## src/rtl/ecc_52_pkg.sv

```systemverilog
`default_nettype none
// ============================================================================
// Module   : ecc_52_pkg
// Purpose  : Shared definitions for the 52-bit ECC error monitor: error-type
//            codes (ordered by severity), scrub FSM state encodings and the
//            default decoded data width.
// Ports    : none (package)
// Revision : 1.0 - initial release
// ============================================================================
package ecc_52_pkg;

  localparam int DEF_DATA_WIDTH = 52;

  // Codes are ordered so that a plain numeric compare ranks severity.
  localparam logic [1:0] ERR_NONE  = 2'd0;
  localparam logic [1:0] ERR_SBIT  = 2'd1;
  localparam logic [1:0] ERR_DBIT  = 2'd2;
  localparam logic [1:0] ERR_FAULT = 2'd3;

  typedef enum logic [0:0] {
    S_IDLE = 1'b0,
    S_REQ  = 1'b1
  } scrub_state_t;

endpackage
`default_nettype wire

```

## src/rtl/ecc_sat_cnt.sv

```systemverilog
`default_nettype none
// ============================================================================
// Module   : ecc_sat_cnt
// Purpose  : Saturating event counter with synchronous clear. A clear that
//            coincides with an increment leaves the counter at 1.
// Ports    : clk, rst_n    - clock, asynchronous active-low reset
//            inc           - count one event this cycle
//            clr           - clear counter (applied before inc)
//            cnt           - current count, sticks at all-ones
// Revision : 1.0 - initial release
// ============================================================================
module ecc_sat_cnt #(
  parameter int CNT_WIDTH = 16
) (
  input  logic                 clk,
  input  logic                 rst_n,
  input  logic                 inc,
  input  logic                 clr,
  output logic [CNT_WIDTH-1:0] cnt
);

  localparam logic [CNT_WIDTH-1:0] C_ONE = {{(CNT_WIDTH-1){1'b0}}, 1'b1};

  always_ff @(posedge clk or negedge rst_n) begin
    if (!rst_n) begin
      cnt <= '0;
    end else if (clr) begin
      cnt <= inc ? C_ONE : '0;
    end else if (inc && (cnt != '1)) begin
      cnt <= cnt + C_ONE;
    end
  end

endmodule
`default_nettype wire

```

## src/rtl/ecc_52_err_mon.sv

```systemverilog
`default_nettype none
// ============================================================================
// Module   : ecc_52_err_mon
// Purpose  : Registered consumer stage after the 52-bit lockstep ECC decoder.
//            Forwards the corrected word, keeps saturating error counters,
//            captures the most severe error, raises a level interrupt and
//            requests scrub write-backs for corrected (single-bit) errors.
// Ports    : clk, rst_n                      - clock, async active-low reset
//            rd_vld/rd_addr/data_in          - decoder word and its address
//            sbit_err/dbit_err/ecc_fault     - decoder status flags
//            out_vld/out_data/out_err        - registered word downstream
//            cnt_sbit/cnt_dbit/cnt_fault     - saturating event counters
//            cap_vld/cap_type/cap_addr       - most severe captured error
//            irq                             - level interrupt
//            clr                             - clear statistics and flags
//            scrub_req/addr/data, scrub_ack  - scrub write-back handshake
//            scrub_ovf                       - sticky dropped-scrub flag
// Revision : 1.0 - initial release
// ============================================================================
module ecc_52_err_mon
  import ecc_52_pkg::*;
#(
  parameter int DATA_WIDTH = DEF_DATA_WIDTH,
  parameter int ADDR_WIDTH = 8,
  parameter int CNT_WIDTH  = 16
) (
  input  logic                  clk,
  input  logic                  rst_n,
  input  logic                  rd_vld,
  input  logic [ADDR_WIDTH-1:0] rd_addr,
  input  logic [DATA_WIDTH-1:0] data_in,
  input  logic                  sbit_err,
  input  logic                  dbit_err,
  input  logic                  ecc_fault,
  output logic                  out_vld,
  output logic [DATA_WIDTH-1:0] out_data,
  output logic                  out_err,
  output logic [CNT_WIDTH-1:0]  cnt_sbit,
  output logic [CNT_WIDTH-1:0]  cnt_dbit,
  output logic [CNT_WIDTH-1:0]  cnt_fault,
  output logic                  cap_vld,
  output logic [1:0]            cap_type,
  output logic [ADDR_WIDTH-1:0] cap_addr,
  output logic                  irq,
  input  logic                  clr,
  output logic                  scrub_req,
  output logic [ADDR_WIDTH-1:0] scrub_addr,
  output logic [DATA_WIDTH-1:0] scrub_data,
  input  logic                  scrub_ack,
  output logic                  scrub_ovf
);

  scrub_state_t          r_state;
  logic                  w_is_sbit, w_is_dbit, w_is_fault;
  logic [1:0]            w_evt_type;
  logic                  w_cap_vld_base, w_cap_vld_nxt;
  logic [1:0]            w_cap_type_base, w_cap_type_nxt;
  logic [ADDR_WIDTH-1:0] w_cap_addr_nxt;
  logic                  w_drop, w_ovf_nxt, w_irq_nxt;

  // Fault dominates dbit, dbit dominates sbit: exactly one class per cycle.
  assign w_is_fault = rd_vld & ecc_fault;
  assign w_is_dbit  = rd_vld & dbit_err & ~ecc_fault;
  assign w_is_sbit  = rd_vld & sbit_err & ~dbit_err & ~ecc_fault;

  always_comb begin
    w_evt_type = ERR_NONE;
    if (w_is_fault)     w_evt_type = ERR_FAULT;
    else if (w_is_dbit) w_evt_type = ERR_DBIT;
    else if (w_is_sbit) w_evt_type = ERR_SBIT;
  end

  // Capture: clear is applied first, then the new event competes against
  // whatever survives the clear.
  always_comb begin
    w_cap_vld_base  = cap_vld & ~clr;
    w_cap_type_base = clr ? ERR_NONE : cap_type;
    w_cap_vld_nxt   = w_cap_vld_base;
    w_cap_type_nxt  = w_cap_type_base;
    w_cap_addr_nxt  = clr ? '0 : cap_addr;
    if ((w_evt_type != ERR_NONE) &&
        (!w_cap_vld_base || (w_evt_type > w_cap_type_base))) begin
      w_cap_vld_nxt  = 1'b1;
      w_cap_type_nxt = w_evt_type;
      w_cap_addr_nxt = rd_addr;
    end
  end

  // A corrected error arriving while a scrub is outstanding (including the
  // ack cycle) is dropped; the flag survives a coincident clr.
  assign w_drop    = w_is_sbit & (r_state == S_REQ);
  assign w_ovf_nxt = (scrub_ovf & ~clr) | w_drop;
  assign w_irq_nxt = (w_cap_vld_nxt & (w_cap_type_nxt >= ERR_DBIT)) | w_ovf_nxt;

  ecc_sat_cnt #(.CNT_WIDTH(CNT_WIDTH)) u_cnt_sbit (
    .clk(clk), .rst_n(rst_n), .inc(w_is_sbit), .clr(clr), .cnt(cnt_sbit)
  );
  ecc_sat_cnt #(.CNT_WIDTH(CNT_WIDTH)) u_cnt_dbit (
    .clk(clk), .rst_n(rst_n), .inc(w_is_dbit), .clr(clr), .cnt(cnt_dbit)
  );
  ecc_sat_cnt #(.CNT_WIDTH(CNT_WIDTH)) u_cnt_fault (
    .clk(clk), .rst_n(rst_n), .inc(w_is_fault), .clr(clr), .cnt(cnt_fault)
  );

  // Data path, capture and flags.
  always_ff @(posedge clk or negedge rst_n) begin
    if (!rst_n) begin
      out_vld   <= 1'b0;
      out_data  <= '0;
      out_err   <= 1'b0;
      cap_vld   <= 1'b0;
      cap_type  <= ERR_NONE;
      cap_addr  <= '0;
      scrub_ovf <= 1'b0;
      irq       <= 1'b0;
    end else begin
      out_vld   <= rd_vld;
      out_err   <= rd_vld & (dbit_err | ecc_fault);
      if (rd_vld) out_data <= data_in;
      cap_vld   <= w_cap_vld_nxt;
      cap_type  <= w_cap_type_nxt;
      cap_addr  <= w_cap_addr_nxt;
      scrub_ovf <= w_ovf_nxt;
      irq       <= w_irq_nxt;
    end
  end

  // Scrub request FSM; clr deliberately has no effect here.
  always_ff @(posedge clk or negedge rst_n) begin
    if (!rst_n) begin
      r_state    <= S_IDLE;
      scrub_req  <= 1'b0;
      scrub_addr <= '0;
      scrub_data <= '0;
    end else if (r_state == S_IDLE) begin
      if (w_is_sbit) begin
        r_state    <= S_REQ;
        scrub_req  <= 1'b1;
        scrub_addr <= rd_addr;
        scrub_data <= data_in;
      end
    end else begin
      if (scrub_ack) begin
        r_state   <= S_IDLE;
        scrub_req <= 1'b0;
      end
    end
  end

endmodule
`default_nettype wire
```

## config.mk

```make
export PLATFORM = sky130hd
export DESIGN_NAME = ecc_52_err_mon
export DESIGN_NICKNAME = d
export VERILOG_FILES = /design/src/rtl/ecc_52_pkg.sv /design/src/rtl/ecc_sat_cnt.sv /design/src/rtl/ecc_52_err_mon.sv
export SDC_FILE = /design/constraint.sdc
export NUM_CORES = 1
export LEC_CHECK = 0
export CAP_MARGIN = 20
export CORE_MARGIN = 3
export CORE_UTILIZATION = 46
export CTS_BUF_LIST = sky130_fd_sc_hd__clkbuf_16
export DETAILED_ROUTE_END_ITERATION = 7
export HOLD_SLACK_MARGIN = 0.15
export PLACE_DENSITY_LB_ADDON = 0.08
export REMOVE_ABC_BUFFERS = 1
export SLEW_MARGIN = 30
export SYNTH_ARGS = -nofsm -noshare
export SYNTH_HDL_FRONTEND = slang
export SYNTH_SLANG_ARGS = --single-unit
```

## constraint.sdc

```tcl
create_clock -name clk -period 2.6 [get_ports clk]
set_input_delay 0.39 -clock clk [delete_from_list [all_inputs] [get_ports clk]]
set_output_delay 0.39 -clock clk [all_outputs]
set_load 0.02 [all_outputs]
```

==> results of run 1 <==
## layout make-up
cell class	count	area, um2
clock buffer	17	425
clock inverter	15	190
fill	1163	4620
inverter	11	41.3
multi-input combinational	364	2930
sequential	177	4430
tap	211	264
timing repair buffer	267	2640
## worst paths after layout
kind / endpoint / slack [ps] / cells after the start
setup / recovery: cap_addr[4]$_DFFE_PN0P_ / 210 / 10
hold / removal: cap_type[0]$_DFF_PN0_ / 390 / 4
setup reg to reg: u_cnt_sbit.cnt[7]$_DFFE_PN0P_ / 520 / 6
hold reg to reg: out_data[22]$_DFFE_PN0P_ / 510 / 1
max in group asynchronous: scrub_data[41]$_DFFE_PN0P_ / 1310 / 3
min in group asynchronous: u_cnt_fault.cnt[10]$_DFFE_PN0P_ / 490 / 2
## layout by cell type, fill, tap and decap left out, types with 3 or more instances in the layout
cell | netlist | final
o21ai_0 | 14 | 14
buf_4 | 0 | 20
bufinv_16 | 0 | 4
ha_1 | 5 | 5
clkbuf_16 | 0 | 17
nor2b_1 | 13 | 13
clkdlybuf4s50_1 | 0 | 240
and3_1 | 7 | 7
inv_1 | 11 | 12
mux2_2 | 121 | 121
a211oi_1 | 5 | 5
nor2_1 | 44 | 43
nand4_1 | 14 | 14
xnor2_1 | 18 | 18
nor4_1 | 5 | 5
nand2_1 | 15 | 15
nor3_1 | 8 | 8
o31ai_1 | 7 | 7
inv_6 | 0 | 3
and4_1 | 3 | 3
nand3_1 | 14 | 14
a21oi_1 | 15 | 15
xor2_1 | 10 | 10
dfrtp_1 | 177 | 177
clkinv_1 | 0 | 3
buf_12 | 0 | 3
or3_1 | 5 | 5
## cell usage after synthesis, types with 2 or more instances
cell type | count | area (um2)
inv_1 | 11 | 41.3
nor4b_2 | 2 | 30.0
and4_1 | 3 | 26.3
o31ai_1 | 7 | 52.6
xnor2_1 | 18 | 158
a21oi_1 | 15 | 75.1
and2_1 | 2 | 12.5
a31oi_1 | 2 | 12.5
xor2_1 | 10 | 87.6
nand3b_1 | 2 | 15.0
nor4_2 | 2 | 25.0
nand2b_1 | 2 | 12.5
o21ai_0 | 14 | 70.1
a22oi_1 | 2 | 15.0
a211oi_1 | 5 | 37.5
or3_1 | 5 | 31.3
mux2_2 | 121 | 1360
and3_1 | 7 | 43.8
clkbuf_1 | 11 | 41.3
nor3_1 | 8 | 40.0
nor2_1 | 44 | 165
dfrtp_1 | 177 | 4430
buf_2 | 8 | 40.0
o211ai_1 | 2 | 15.0
ha_1 | 5 | 62.6
nor4_1 | 5 | 31.3
mux2i_1 | 2 | 20.0
nand2_1 | 15 | 56.3
a21o_1 | 2 | 15.0
nor2b_1 | 13 | 81.3
nand4_1 | 14 | 87.6
buf_1 | 3 | 11.3
nand3_1 | 14 | 70.1
## sequential cells by signal (all words and copies together), names as in the netlist
register,cells
out_data,52
scrub_addr,8
r_state,1
cap_vld,1
scrub_ovf,1
scrub_req,1
out_err,1
scrub_data,52
cap_addr,8
cap_type,2
out_vld,1
u_cnt_sbit.cnt,16
u_cnt_fault.cnt,16
irq,1
u_cnt_dbit.cnt,16
## cells by family after synthesis
kind of cell               synth area share
AOI/OAI and AO/OA                    0.0484
xor gates and xnor gates             0.0328
adders and majority gates           0.00837
buffers and inverters                0.0179
DFF                                   0.592
muxes                                 0.186
and+or+nand+nor                       0.114
## power breakdown
group	total, mW	internal (mW)	switching, mW
combinational	1.84	0.955	0.883
sequential	3.28	3.09	0.191
clock	2.68	1.60	1.08
total	7.80	5.65	2.15
## routing by layer
metal	routed length, um	share of wire
met1	7700	0.38
met2	10300	0.51
met3	1710	0.085
met4	482	0.024
met5	0	0
## worst min-delay path: cells and delay by family
family,cells,cell delay (ps)
buffers and inverters,1,140
AOI/OAI and AO/OA,2,150
and+or+nand+nor,1,80
## timing repair
item                                    4_1_cts  5_1_grt
resized for setup                             0        1
hold buffers                                  1        0
endpoints found under the setup margin        0        8
hold endpoints to repair                     50        0
## per-stage QoR
stage / instance area, um2 / setup slack [ps] / cells / TNS (ps) / power (mW)
final: 10900 / 207 / 1062 / 0 / 7.80
after global routing: 10900 / 63.8 / 1062 / 0 / 8.11
after CTS: 10900 / 166 / 1062 / 0 / 7.87
after detailed placement: 10300 / -256 / 1029 / -2090 / 5.18
after global placement: 10300 / -163 / 1029 / -1300 / 5.12
after floorplan: 7390 / -1170 / 552 / -72260 / 4.09
==> results.ini, run 1 <==
[run_status]
outcome = finished, final reports clean

[yosys]
ys.warnings.count = 0
synthesis.area_um2 = 7480
ys.flop_type = dfrtp_1
syn_inst = 574
synth_edf_count = 0
avgSynthCellArea_um2 = 13.0
synthArstFlopShare = 1.00
synth_seq_cells = 177
yosysSeqAreaShare = 0.592
yosysUniqueCellTypes = 54

[grt]
grtUsageMet3 = 0.0940
grt.met1_usage = 0.263
overflow = 0
grt_pass1_wl_um = 32300
antenna_found_initial = 0
met2_usage = 0.391
busiest_layer = met2
track_usage = 0.229
grt_max_degree = 66
grt_pass1_vias = 5949

[die]
fp.dieH_um = 134
die_w_um = 134
die_area_um2 = 17800
num_rows = 45
core_um2 = 15500
initial_core_util = 0.481
io_pins = 244

[setup_path]
critPathLaunchType = primary input
path_max_fanout = 8
cp.required_ps = 2900
r2r_start = u_cnt_sbit.cnt[0]$_DFFE_PN0P_
path_cells = clkdlybuf4s50_1, nor4bb_2, nor2_1, ha_1, nor2b_1, a2bb2oi_1, nor3_1, nor2_2, buf_12, mux2_2
crit_family = simple AND/OR/NAND/NOR gates
end_kind = register
critPathArrivalTime_ps = 2700
cp-startpoint = sbit_err
slowest_delay_ps = 500
crit_slowest_cell = clkdlybuf4s50_1
critPathBufInv = 2
setup.worst_path.class = primary input to register

[drt]
post_drt_wl_per_cell_um = 19.0
postRouteAntennaNets = 0
wirelength_um = 20200
drt-initial-drc-count = 301
first_pass_iters = 4
avgViaCountPerCell = 5.28
dr_total_vias = 5606
route.detailed.drc = 0

[placement]
port_buffers = 243
hpwl_um = 14600
place.gp.congestion = 0.815

[cts]
cts_tree = built
clock_latency_ps = 420
clkTransAtPathRegs_ps = 60
htree_levels = 4
cts_sinks = 177
cts-root-buf = clkbuf_16
clk_path_buf_depth = 2
post_cts_buffers = 0
cts_buffers = 17

[sta]
rsz0062_at_grt = no
period_minus_slack_ps = 2390
hold_viol = 0
relSlewSlack = 0.484
hold_ws_ps = 388
worstMarginPinSlew_ps = 768
final_max_slew_viol_count = 0
fin_crit_sh = 0.920
max_freq_mhz = 418
finalClockSkew_ps = 7.36
setup-violations-final = 0

[pwr]
p_leak_nw = 4.50
vdd_drop_max_v = 0.000551
power_density_nw_per_um2 = 714

[layout]
n_antenna_cell = 0
layout-area-overhead-vs-synth_pct = 46.1
post-route-util = 0.703
drive_above_1_share = 0.220
nNetsFinal = 911

[hold_path]
min_from = clr
hold_class = primary input to register

[job]
maxCapViolCount = 0

Power figures use the tool's default switching activity.
==> run 2: changes to the inputs <==
Settings changed: CORE_MARGIN 3 to unset, CTS_CLUSTER_DIAMETER set to 80.
==> run 2 against run 1 <==
Setup slack gained 11 ps. Critical path type unchanged. Final area is 0.27% higher. Total power down 1.6%.
==> results.ini, run 2 (synthesized netlist as in run 1, its figures left out) <==
[run_status]
outcome = finished, final reports clean  ; unchanged

[layout]
stdcell_count = 1074  ; was 1062
top_regs = out_data (52), scrub_data (52)  ; unchanged
design_area_um2 = 11000  ; was 10900 um2
fillerInstances = 1169  ; was 1163
nNetsFinal = 918  ; was 911
n_antenna_cell = 0  ; unchanged
drive_above_1_share = 0.225  ; was 0.220
layout-area-overhead-vs-synth_pct = 46.5  ; was 46.1%
post-route-util = 0.690  ; was 0.703
final_common_cell = clkdlybuf4s50_1  ; unchanged
final_cell_mix = clkdlybuf4s50_1, dfrtp_1, mux2_2  ; unchanged

[job]
maxCapViolCount = 0  ; unchanged

[cts]
htree_levels = 4  ; unchanged
clkTransAtPathRegs_ps = 60  ; about the same
clk_path_buf_depth = 2  ; unchanged
cts_buffers = 17  ; unchanged
cts_sinks = 177  ; unchanged
clock_latency_ps = 430  ; was 420 ps
cts_tree = built  ; unchanged
ctsResizeCount = 0  ; unchanged
post_cts_buffers = 0  ; unchanged
cts-root-buf = clkbuf_16  ; unchanged

[placement]
hpwl_um = 14200  ; was 14600 um
post_dp_cell_area_um2 = 10300  ; about the same
place_inst = 1041  ; was 1029
dp_slack_ps = -166  ; was -256 ps
place.gp.congestion = 0.833  ; was 0.815
port_buffers = 243  ; unchanged

[sta]
setup_tns_ps = 0  ; unchanged
fin_crit_sh = 0.916  ; was 0.920
finalClockSkew_ps = 10.3  ; was 7.36 ps
setup-violations-final = 0  ; unchanged
max_freq_mhz = 420  ; was 418 MHz
period_minus_slack_ps = 2380  ; was 2390 ps
fin_ws_ps = 218  ; was 207 ps
relSlewSlack = 0.495  ; was 0.484
hold_viol = 0  ; unchanged
rsz0062_at_grt = no  ; unchanged
worstMarginPinSlew_ps = 758  ; was 768 ps
final_max_slew_viol_count = 0  ; unchanged
hold_ws_ps = 380  ; was 388 ps

[die]
fp.dieH_um = 130  ; was 134 um
initial_core_util = 0.471  ; was 0.481
die_area_um2 = 16800  ; was 17800 um2
die_w_um = 130  ; was 134 um
io_pins = 244  ; unchanged
num_rows = 46  ; was 45
core_um2 = 15900  ; was 15500 um2

[setup_path]
path_max_fanout = 8  ; unchanged
cp.required_ps = 2910  ; was 2900 ps
reg2regPathDepth = 6  ; unchanged
r2r_setup_slack_ps = 580  ; was 520 ps
r2r_end = u_cnt_sbit.cnt[7]$_DFFE_PN0P_  ; unchanged
critPathArrivalTime_ps = 2690  ; was 2700 ps
critPathLaunchType = primary input  ; unchanged
setup.worst_path.class = primary input to register  ; unchanged
end_kind = register  ; unchanged
r2r_start = u_cnt_sbit.cnt[1]$_DFFE_PN0P_  ; was u_cnt_sbit.cnt[0]$_DFFE_PN0P_

[pwr]
swShare = 0.276  ; about the same
finalPower_mw = 7.68  ; was 7.80 mW
p_comb_frac = 0.239  ; was 0.236
p_int_mw = 5.55  ; was 5.65 mW
power_density_nw_per_um2 = 701  ; was 714 nW/um2
p_leak_nw = 4.53  ; was 4.50 nW
clkPwrFrac = 0.333  ; was 0.344
vdd_drop_max_v = 0.000483  ; was 0.000551 V
power_frac_seq = 0.427  ; was 0.421
netSwitchingPower_mw = 2.12  ; was 2.15 mW

[grt]
antenna_found_initial = 0  ; unchanged
grt_pass1_vias = 5964  ; was 5949
overflow = 0  ; unchanged
grt_pass1_wl_um = 31000  ; was 32300 um
track_usage = 0.245  ; was 0.229
grt_max_degree = 72  ; was 66

[drt]
route.detailed.drc = 0  ; unchanged
post_drt_wl_per_cell_um = 18.3  ; was 19.0 um
first_pass_iters = 4  ; unchanged
drt-initial-drc-count = 177  ; was 301
dr_total_vias = 5687  ; was 5606
wirelength_um = 19600  ; was 20200 um
avgViaCountPerCell = 5.30  ; was 5.28
postRouteAntennaNets = 0  ; unchanged

[hold_path]
min_to = cap_type[0]$_DFF_PN0_  ; unchanged
hold-path-cell-count = 4  ; unchanged
min_from = clr  ; unchanged
hold_class = primary input to register  ; unchanged

==> run 2: cell count changes in the layout (fill, tap and decap cells not counted), sizes merged <==
cell	before	now
clkinvlp	2	3
bufinv	4	3
buf	26	33
==> run 2: power by group through the flow <==
stage                     Sequential (mW)  Clock, mW  Combinational (mW)
after floorplan                      3.73          0               0.366
after global placement               3.30          0                1.81
after detailed placement             3.32          0                1.84
after CTS                            3.28       2.63                1.86
after global routing                 3.32       2.75                1.93
final                                3.28       2.56                1.84
==> run 2: area by class of cell <==
cell class                      instances  area [um2]  area share
Multi-Input combinational cell        364        2920       0.267
Clock inverter                         15         168      0.0153
Clock buffer                           17         425      0.0388
Sequential cell                       177        4430       0.404
Tap cell                              216         270      0.0247
Inverter                               11        41.3     0.00377
Timing Repair Buffer                  274        2700       0.246
==> run 2: how the worst max path moves through the flow <==
stage          startpoint                        end  slack [ps]  depth (start not counted)
2_1_floorplan    dbit_err  scrub_addr[0]$_DFFE_PN0P_       -1170                          3
3_3_place_gp     sbit_err    cap_addr[2]$_DFFE_PN0P_        -130                         10
3_5_place_dp    ecc_fault    cap_addr[0]$_DFFE_PN0P_        -170                         11
4_1_cts         ecc_fault    cap_addr[1]$_DFFE_PN0P_         260                         11
5_1_grt         ecc_fault    cap_addr[7]$_DFFE_PN0P_          40                         11
6_report        ecc_fault    cap_addr[1]$_DFFE_PN0P_         220                         11
==> run 2: repair_timing <==
| item | in CTS | in global routing |
|---|---|---|
| setup endpoints to repair | 0 | 0 |
| hold buffers | 1 | 0 |
| hold endpoints to repair | 68 | 0 |
==> run 2: layer usage <==
layer | track usage | share of wire | vias to the layer above | wire length, um
li1 | - | - | 2613 | -
met1 | 0.272 | 0.38 | 2828 | 7380
met2 | 0.410 | 0.50 | 207 | 9900
met3 | 0.102 | 0.087 | 39 | 1710
met4 | 0.112 | 0.032 | 0 | 622
met5 | 0 | 0 | - | 0
==> run 2: critical path, cell delays in order <==
cell,delay [ps]
clkdlybuf4s50_1,430
buf_4,160
o21ai_0,260
inv_1,80
ha_1,290
nor2b_1,140
a2bb2oi_1,160
nor3_1,90
nor2_2,200
buf_12,150
mux2_2,330
